[config.mk]
export PLATFORM = sky130hd
export DESIGN_NAME = conv_mac_unit_flat
export DESIGN_NICKNAME = d
export VERILOG_FILES = /design/src/rtl/conv_mac_unit_if.sv /design/src/rtl/conv_mac_unit.sv /design/src/flat_wrapper.sv
export SDC_FILE = /design/constraint.sdc
export NUM_CORES = 1
export LEC_CHECK = 0
export CAP_MARGIN = 20
export CORE_AREA = 2 2 161 203
export DETAILED_ROUTE_END_ITERATION = 12
export DIE_AREA = 0 0 163 205
export GPL_TIMING_DRIVEN = 0
export PLACE_DENSITY_LB_ADDON = 0.05
export REMOVE_ABC_BUFFERS = 1
export SLEW_MARGIN = 20
export SYNTH_ARGS = -nofsm -noshare
export SYNTH_HDL_FRONTEND = slang
export SYNTH_SLANG_ARGS = --single-unit
[constraint.sdc]
create_clock -name clk -period 6.1 [get_ports clk]
set_clock_uncertainty 0.1 [all_clocks]
set_input_delay 0.915 -clock clk [delete_from_list [all_inputs] [get_ports clk]]
set_output_delay 0.915 -clock clk [all_outputs]
set_load 0.01 [all_outputs]
[src/rtl/conv_mac_unit_if.sv]
// ---------------------------------------------------------------
// conv_mac_unit_if : row input / result output bundle for conv_mac_unit
// Rev 1.0
// ---------------------------------------------------------------
`default_nettype none

interface conv_mac_unit_if #(
   parameter int OUT_W = 16
);
   logic              macrst_i;
   logic              data_valid_i;
   logic [23:0]       pixel_i;
   logic [23:0]       weight_i;
   logic [OUT_W-1:0]  result_o;
   logic              result_valid_o;
   logic              out_we_o;
   logic [7:0]        out_addr_o;
   logic              done_o;

   modport master (
      output macrst_i, data_valid_i, pixel_i, weight_i,
      input  result_o, result_valid_o, out_we_o, out_addr_o, done_o
   );

   modport slave (
      input  macrst_i, data_valid_i, pixel_i, weight_i,
      output result_o, result_valid_o, out_we_o, out_addr_o, done_o
   );
endinterface

`default_nettype wire

[src/rtl/conv_mac_unit.sv]
// ---------------------------------------------------------------
// conv_mac_unit : 3x3 convolution MAC, one kernel row per valid cycle,
//                 ReLU/saturation and output-buffer addressing
// Rev 1.0
// ---------------------------------------------------------------
`default_nettype none

module conv_mac_unit #(
   parameter int OUT_W   = 16,
   parameter int RELU    = 1,
   parameter int NUM_OUT = 128
) (
   input  logic                  clk,
   input  logic                  rst,
   conv_mac_unit_if.slave        bus
);
   localparam int         ACC_W       = 21;
   localparam logic [7:0] C_LAST_ADDR = 8'(NUM_OUT - 1);

   typedef enum logic [1:0] {
      S_IDLE = 2'd0,
      S_ACC  = 2'd1,
      S_EMIT = 2'd2
   } state_t;

   state_t                   state_q, state_d;
   logic [1:0]               row_cnt_q, row_cnt_d;
   logic                     s1_valid_q, s1_last_q;
   logic signed [16:0]       p_q [3];
   logic signed [16:0]       w_prod [3];
   logic signed [ACC_W-1:0]  acc_q, acc_d;
   logic signed [ACC_W-1:0]  w_rowsum, w_final;
   logic [OUT_W-1:0]         result_q, result_d, w_sat;
   logic [7:0]               out_addr_q, out_addr_d;
   logic                     w_accept, w_s2_fire;

   assign w_accept  = bus.data_valid_i & ~bus.macrst_i;
   assign w_s2_fire = s1_valid_q & ~bus.macrst_i;

   // Pixels are unsigned, so each gets a zero sign bit before the signed multiply
   for (genvar gi = 0; gi < 3; gi++) begin : g_lane
      assign w_prod[gi] = 17'(signed'({1'b0, bus.pixel_i[23-8*gi -: 8]}))
                        * 17'(signed'(bus.weight_i[23-8*gi -: 8]));
   end

   assign w_rowsum = ACC_W'(p_q[0]) + ACC_W'(p_q[1]) + ACC_W'(p_q[2]);
   assign w_final  = acc_q + w_rowsum;

   if (RELU != 0) begin : g_relu
      localparam int C_UMAX = (1 << OUT_W) - 1;
      always_comb begin
         w_sat = w_final[OUT_W-1:0];
         if (w_final < 0)
            w_sat = '0;
         else if (int'(w_final) > C_UMAX)
            w_sat = '1;
      end
   end else begin : g_signed
      localparam int C_SMAX = (1 << (OUT_W - 1)) - 1;
      localparam int C_SMIN = -(1 << (OUT_W - 1));
      always_comb begin
         w_sat = w_final[OUT_W-1:0];
         if (int'(w_final) > C_SMAX)
            w_sat = {1'b0, {(OUT_W-1){1'b1}}};
         else if (int'(w_final) < C_SMIN)
            w_sat = {1'b1, {(OUT_W-1){1'b0}}};
      end
   end

   always_comb begin
      state_d    = state_q;
      row_cnt_d  = row_cnt_q;
      acc_d      = acc_q;
      result_d   = result_q;
      out_addr_d = out_addr_q;

      // The address steps once the emit cycle is over, so it names the current result
      if (state_q == S_EMIT)
         out_addr_d = (out_addr_q == C_LAST_ADDR) ? 8'd0 : out_addr_q + 8'd1;

      if (bus.macrst_i) begin
         state_d   = S_IDLE;
         row_cnt_d = '0;
         acc_d     = '0;
      end else begin
         case (state_q)
            S_IDLE:  if (bus.data_valid_i) state_d = S_ACC;
            S_EMIT:  state_d = S_ACC;
            default: ;
         endcase

         if (w_accept)
            row_cnt_d = (row_cnt_q == 2'd2) ? 2'd0 : row_cnt_q + 2'd1;

         if (w_s2_fire) begin
            if (s1_last_q) begin
               acc_d    = '0;
               result_d = w_sat;
               state_d  = S_EMIT;
            end else begin
               acc_d    = w_final;
            end
         end
      end
   end

   always_ff @(posedge clk or negedge rst) begin
      if (!rst) begin
         state_q    <= S_IDLE;
         row_cnt_q  <= '0;
         s1_valid_q <= 1'b0;
         s1_last_q  <= 1'b0;
         acc_q      <= '0;
         result_q   <= '0;
         out_addr_q <= '0;
         for (int i = 0; i < 3; i++) p_q[i] <= '0;
      end else begin
         state_q    <= state_d;
         row_cnt_q  <= row_cnt_d;
         s1_valid_q <= w_accept;
         acc_q      <= acc_d;
         result_q   <= result_d;
         out_addr_q <= out_addr_d;
         if (w_accept) begin
            s1_last_q <= (row_cnt_q == 2'd2);
            for (int i = 0; i < 3; i++) p_q[i] <= w_prod[i];
         end
      end
   end

   assign bus.result_o       = result_q;
   assign bus.result_valid_o = (state_q == S_EMIT);
   assign bus.out_we_o       = (state_q == S_EMIT);
   assign bus.out_addr_o     = out_addr_q;
   assign bus.done_o         = (state_q == S_EMIT) && (out_addr_q == C_LAST_ADDR);

endmodule

`default_nettype wire

[src/flat_wrapper.sv]
// flat-port wrapper written by rule: the top's interface ports become plain ports
module conv_mac_unit_flat 
#(
   parameter int OUT_W   = 16,
   parameter int RELU    = 1,
   parameter int NUM_OUT = 128
)
  (clk, rst, bus_macrst_i, bus_data_valid_i, bus_pixel_i, bus_weight_i, bus_result_o, bus_result_valid_o, bus_out_we_o, bus_out_addr_o, bus_done_o);
  conv_mac_unit_if #(.OUT_W(OUT_W)) bus_i ();
  input  logic clk;
  input  logic rst;
  input wire logic [$bits(bus_i.macrst_i)-1:0] bus_macrst_i;
  input wire logic [$bits(bus_i.data_valid_i)-1:0] bus_data_valid_i;
  input wire logic [$bits(bus_i.pixel_i)-1:0] bus_pixel_i;
  input wire logic [$bits(bus_i.weight_i)-1:0] bus_weight_i;
  output wire logic [$bits(bus_i.result_o)-1:0] bus_result_o;
  output wire logic [$bits(bus_i.result_valid_o)-1:0] bus_result_valid_o;
  output wire logic [$bits(bus_i.out_we_o)-1:0] bus_out_we_o;
  output wire logic [$bits(bus_i.out_addr_o)-1:0] bus_out_addr_o;
  output wire logic [$bits(bus_i.done_o)-1:0] bus_done_o;
  assign bus_i.macrst_i = bus_macrst_i;
  assign bus_i.data_valid_i = bus_data_valid_i;
  assign bus_i.pixel_i = bus_pixel_i;
  assign bus_i.weight_i = bus_weight_i;
  assign bus_result_o = bus_i.result_o;
  assign bus_result_valid_o = bus_i.result_valid_o;
  assign bus_out_we_o = bus_i.out_we_o;
  assign bus_out_addr_o = bus_i.out_addr_o;
  assign bus_done_o = bus_i.done_o;
  conv_mac_unit #(.OUT_W(OUT_W), .RELU(RELU), .NUM_OUT(NUM_OUT)) u_core (.clk(clk), .rst(rst), .bus(bus_i));
endmodule
; ---- After elaboration in Yosys (flattened, before gate mapping)
; Index checks and enable logic that the tools add are counted.
[classes]
add_sub_neg = 5
n_mul = 3
order_cmp = 2
eq_ne = 3
muxes = 14
bitwise_logic = 3
reduce_logical = 5
[ops]
columns = cell, count
row1 = 21-bit two-way mux, 3
row2 = 9-bit by 8-bit multiplier with 17-bit output, 3
row3 = 16-bit two-way mux, 2
row4 = 21-bit adder, 1
row5 = 21-bit by 17-bit greater-than comparator with 1-bit output (second input constant), 1
row6 = 21-bit by 1-bit less-than comparator with 1-bit output (second input constant), 1
row7 = 18-bit by 17-bit adder with 19-bit output, 1
row8 = 17-bit by 17-bit adder with 18-bit output, 1
row9 = 2-bit two-way mux, 7
row10 = 8-bit by 1-bit adder with 8-bit output (second input constant), 1
row11 = 8-bit by 7-bit equality test with 1-bit output (second input constant), 1
row12 = 8-bit two-way mux, 1
row13 = 2-bit equality test (second input constant), 2
row14 = 2-bit one-hot mux with 2 select lines, 1
row15 = 2-bit nonzero test, 2
row16 = 3-bit AND reduction, 1
row17 = 2-bit by 1-bit adder with 2-bit output (second input constant), 1
row18 = 1-bit AND, 2
row19 = 2-bit zero test, 1
row20 = 1-bit logical AND, 1
row21 = 1-bit inverter, 1
[totals]
ff_bits = 102
inputBits = 52
elab_cells = 45

; ---- Depth between registers and ports, before layout
[depth]
word_depth = 6
ltp_mapped = 24

; ---- Worst setup path after synthesis
; No wires, ideal clock.
[synth_path]
kind = register to register
start = reg u_core.p_q[1] (netlist name)
end = reg u_core.result_q[15], in the netlist u_core.bus.result_o[15]
setup_ps = 123
arrival_ps = 5141
slack_ps = 736
stages_incl_launch_ff = 25
path_buffers = 2
path_cell_list = dfrtp_1 -> inv_1 -> fa_1 -> inv_1 -> ha_1 -> fa_1 -> a21o_1 -> a21oi_1 -> o21ai_0 -> a211oi_1 -> nor4b_1 -> o31ai_1 -> nor2b_1 -> xnor2_1 -> ha_1 -> a21oi_1 -> o21ai_0 -> or2_2 -> o22ai_1 -> xor2_1 -> nand2_1 -> or4_1 -> buf_2 -> buf_6 -> o221a_1
[synth_between]
elab_chain_len = 5
[synth_rtl]
columns = element, line_no
row1 = start: declaration, conv_mac_unit.sv:29  ; logic signed [16:0] p_q [3];
row2 = 18-bit by 17-bit adder with 19-bit output *, conv_mac_unit.sv:46  ; assign w_rowsum = ACC_W'(p_q[0]) + ACC_W'(p_q[1]) + ACC_W'(p_q[2]);
row3 = 21-bit adder *, conv_mac_unit.sv:47  ; assign w_final = acc_q + w_rowsum;
row4 = 21-bit by 17-bit greater-than comparator with 1-bit output, conv_mac_unit.sv:55  ; else if (int'(w_final) > C_UMAX)
row5 = 16-bit two-way mux, conv_mac_unit.sv:55
row6 = 16-bit two-way mux *, conv_mac_unit.sv:53  ; if (w_final < 0)
row7 = end signal: assignment, conv_mac_unit.sv:122  ; result_q <= result_d;
row8 = end: declaration, conv_mac_unit.sv:33  ; logic [OUT_W-1:0] result_q, result_d, w_sat;
; Every way passes the cells marked *; elsewhere a longest branch is shown, timed or not.
; A chain may end at the register's enable or synchronous reset.

; ---- Final worst setup path
[layout_path]
start = reg u_core.p_q[1] (netlist name)
end = reg u_core.result_q[1], in the netlist u_core.bus.result_o[1]
; Same word-level chain as after synthesis.

==> flow_summary.toml <==
[timing]
post-route-min-period_ns = 5.77
hold_viol = 0
relSlewSlack = 0.356
tightestPinTransition_ns = 0.960
setup_viol = 0
timing.hold.ws_ns = 0.335
period_share = 0.946
setup-tns-final_ns = 0
drv_slew = 0
fmax_mhz = 173
rsz0062_at_grt = "false"

[power_and_ir_drop]
vdd_drop_max_mv = 0.262
p_leak_nw = 7.08
power_density_mw_per_mm2 = 513

[worst_hold_path]
hold_path.class = "in -> async"

[run_status]
outcome = "complete, no violations"

[clock_tree]
post_cts.repair.setup_buffers = 0
tritoncts = "yes"
clock-sinks = 102
clock_tree.buffer_depth = 2
hold_buffers = 0
path_clk_slew_ns = 0.07
cts-root-buf = "clkbuf_16"
clk_latency_ns = 0.36
numCtsBuffers = 9
htreeDepth = 3

[floorplanning]
start_util = 0.396
fp-row-count = 73
die_w_um = 163
die-area_mm2 = 0.0334
die_h_um = 205
core_region_area_mm2 = 0.0315
io_pins = 79

[synth]
synth_ff_type = "dfrtp_1"
synth_top_area_share = 0.209
syn_avg_cell_area_um2 = 9.21
syn_inst = 1353
synth_area_leaders = "fa_1 (21%), dfrtp_1 (20%), ha_1 (17%)"
synth_edf_count = 0
async_flop_share = 1.00
synth_seq_cells = 102
synth_cell_types = 61
ys_seq_area_frac = 0.205
synth_area_mm2 = 0.0125
yosysTopAreaCell = "fa_1"
ys_warn_count = 0

[finish]
utilization = 0.446
syn_to_final_growth_pct = 12.7
nFillCells = 3195
diodes = 0
final_common_cell = "inv_1"
drive_gt1_frac = 0.0308
final_cell_mix = "inv_1 (195), ha_1 (170), nand2_1 (163)"
post-route-cell-area_mm2 = 0.0140
seq_area_mm2 = 0.00255
multiInputGateArea_mm2 = 0.00912
finalNetCount = 1775

[placement]
place.gp.congestion = 0.831
portBuffers = 78
dp_hpwl_mm = 23.4
dpl_cell_area_mm2 = 0.0137

[drt]
wl_mm = 28.5
ant_nets = 0
first_pass_iters = 4
num_vias = 9223
post_drt_wl_per_cell_um = 15.5
drc_errors = 0
first_iter_violations = 350
via_per_inst = 5.02

[worst_setup_path]
startpoint_type = "register"
critPathArrivalTime_ns = 5.92
rr_worst_depth = 22
required_ns = 6.25
crit_fanout = 8
worst-setup-path-type = "reg -> reg"
critPathCaptureType = "register"

[global_route]
grt-ovfl-total = 0
grt_pass1_wl_mm = 47.0
antenna_found_initial = 0
grt_max_degree = 80
grt_util_all_layers = 0.178
grt_pass1_vias = 9292

[flow_run]
cap_violations = 0
-- registers in the layout, indices dropped and copies added (netlist names) --
signal	flops
u_core.acc_q	21
u_core.bus.result_o	16
u_core.s1_valid_q	1
u_core.row_cnt_q	2
u_core.state_q	2
u_core.s1_last_q	1
u_core.bus.out_addr_o	8
u_core.p_q	51
-- synth_stat cells, types with 2 or more instances --
| master | number |
|---|---|
| nand3_1 | 20 |
| nand2_1 | 164 |
| nand2b_1 | 29 |
| ha_1 | 170 |
| fa_1 | 130 |
| nand3b_1 | 3 |
| o221a_1 | 10 |
| nor4b_1 | 2 |
| o2111ai_1 | 2 |
| dfrtp_1 | 102 |
| o211ai_1 | 2 |
| o221a_2 | 7 |
| xnor2_1 | 32 |
| a31oi_1 | 6 |
| mux2_2 | 2 |
| o31ai_1 | 3 |
| nand4_1 | 4 |
| xor2_1 | 34 |
| nor2_1 | 50 |
| and4_1 | 2 |
| a21o_1 | 23 |
| inv_1 | 195 |
| o21bai_1 | 7 |
| or3_1 | 9 |
| or2_2 | 4 |
| a211oi_1 | 8 |
| o21ai_0 | 77 |
| and4b_1 | 2 |
| and2_1 | 103 |
| nor3_1 | 15 |
| nor2b_1 | 11 |
| mux2i_1 | 2 |
| clkbuf_1 | 19 |
| o41ai_1 | 3 |
| o21a_1 | 11 |
| a21oi_1 | 44 |
| and3_1 | 3 |
| and3b_1 | 2 |
| o22ai_1 | 2 |
| a22o_1 | 18 |
-- layout make-up --
type / instances / area share
multi-input combinational: 1033 / 0.649
sequential: 102 / 0.182
timing repair buffer: 81 / 0.0592
inverter: 196 / 0.0524
tap: 412 / 0.0367
clock buffer: 10 / 0.0163
clock inverter: 5 / 0.00428
-- kinds of logic (layout without fill, tap and decap cells) --
logic type	after synthesis	after routing	synth area share
AO/OA/AOI/OAI	232	232	0.125
XOR/XNOR	67	67	0.0482
adder cells (fa/ha/maj)	300	300	0.379
buffers and inverters	219	292	0.0670
flip-flops	102	102	0.205
multiplexers	4	4	0.00341
AND/OR/NAND/NOR	429	430	0.172
-- worst max-delay path, stage by stage (launching register included) --
cell and delay, ns:
dfrtp_1 0.32, inv_1 0.08, fa_1 0.54, inv_1 0.05, ha_1 0.24, fa_1 0.42
a21o_1 0.21, a21oi_2 0.17, o21ai_1 0.14, a211oi_2 0.24, nor4b_1 0.11, o31ai_1 0.32
nor2b_1 0.20, xnor2_1 0.20, ha_1 0.32, a21oi_1 0.16, o21ai_1 0.14, or2_2 0.29
o22ai_1 0.19, xor2_1 0.21, nand2_1 0.15, or4_4 0.58, o221a_2 0.28
-- per-layer routing --
metal,GRT usage,vias to the layer above,wire (um)
li1,-,4588,-
met1,0.224,4523,12500
met2,0.325,90,15100
met3,0.0162,22,440
met4,0.0446,0,422
met5,0,-,0
-- stage by stage --
stage | instances | setup slack, ns | power, mW
after global placement | 1820 | -0.191 | 6.56
after global routing | 1839 | 0.0203 | 8.02
after detailed placement | 1823 | -0.217 | 6.58
after floorplan | 1330 | 0.693 | 5.23
after CTS | 1838 | 0.00745 | 7.22
final | 1839 | 0.329 | 7.20
-- repair_timing --
action / in CTS / in global routing
endpoints found under the setup margin: 16 / 16
pin swaps: 0 / 2
resized for setup: 1 / 6
cloned: 0 / 1
-- where the power goes --
group	internal, mW	leakage [nW]	switching, mW
clock	0.318	0.139	0.268
sequential	0.888	1.32	0.169
combinational	2.38	5.63	3.18
-- final timing paths --
path	start	to	slack (ns)
setup / recovery	u_core.p_q[1]	u_core.bus.result_o[1]	0.33
hold reg to reg	u_core.p_q[47]	u_core.p_q[47]	0.38
max in group asynchronous	rst	u_core.p_q[20]	4.90
min in group clk	u_core.p_q[47]	u_core.p_q[47]	0.38
setup reg to reg	u_core.p_q[1]	u_core.bus.result_o[1]	0.33
hold / removal	rst	u_core.bus.result_o[7]	0.33
No activity file was read; power rests on OpenSTA's default activity.
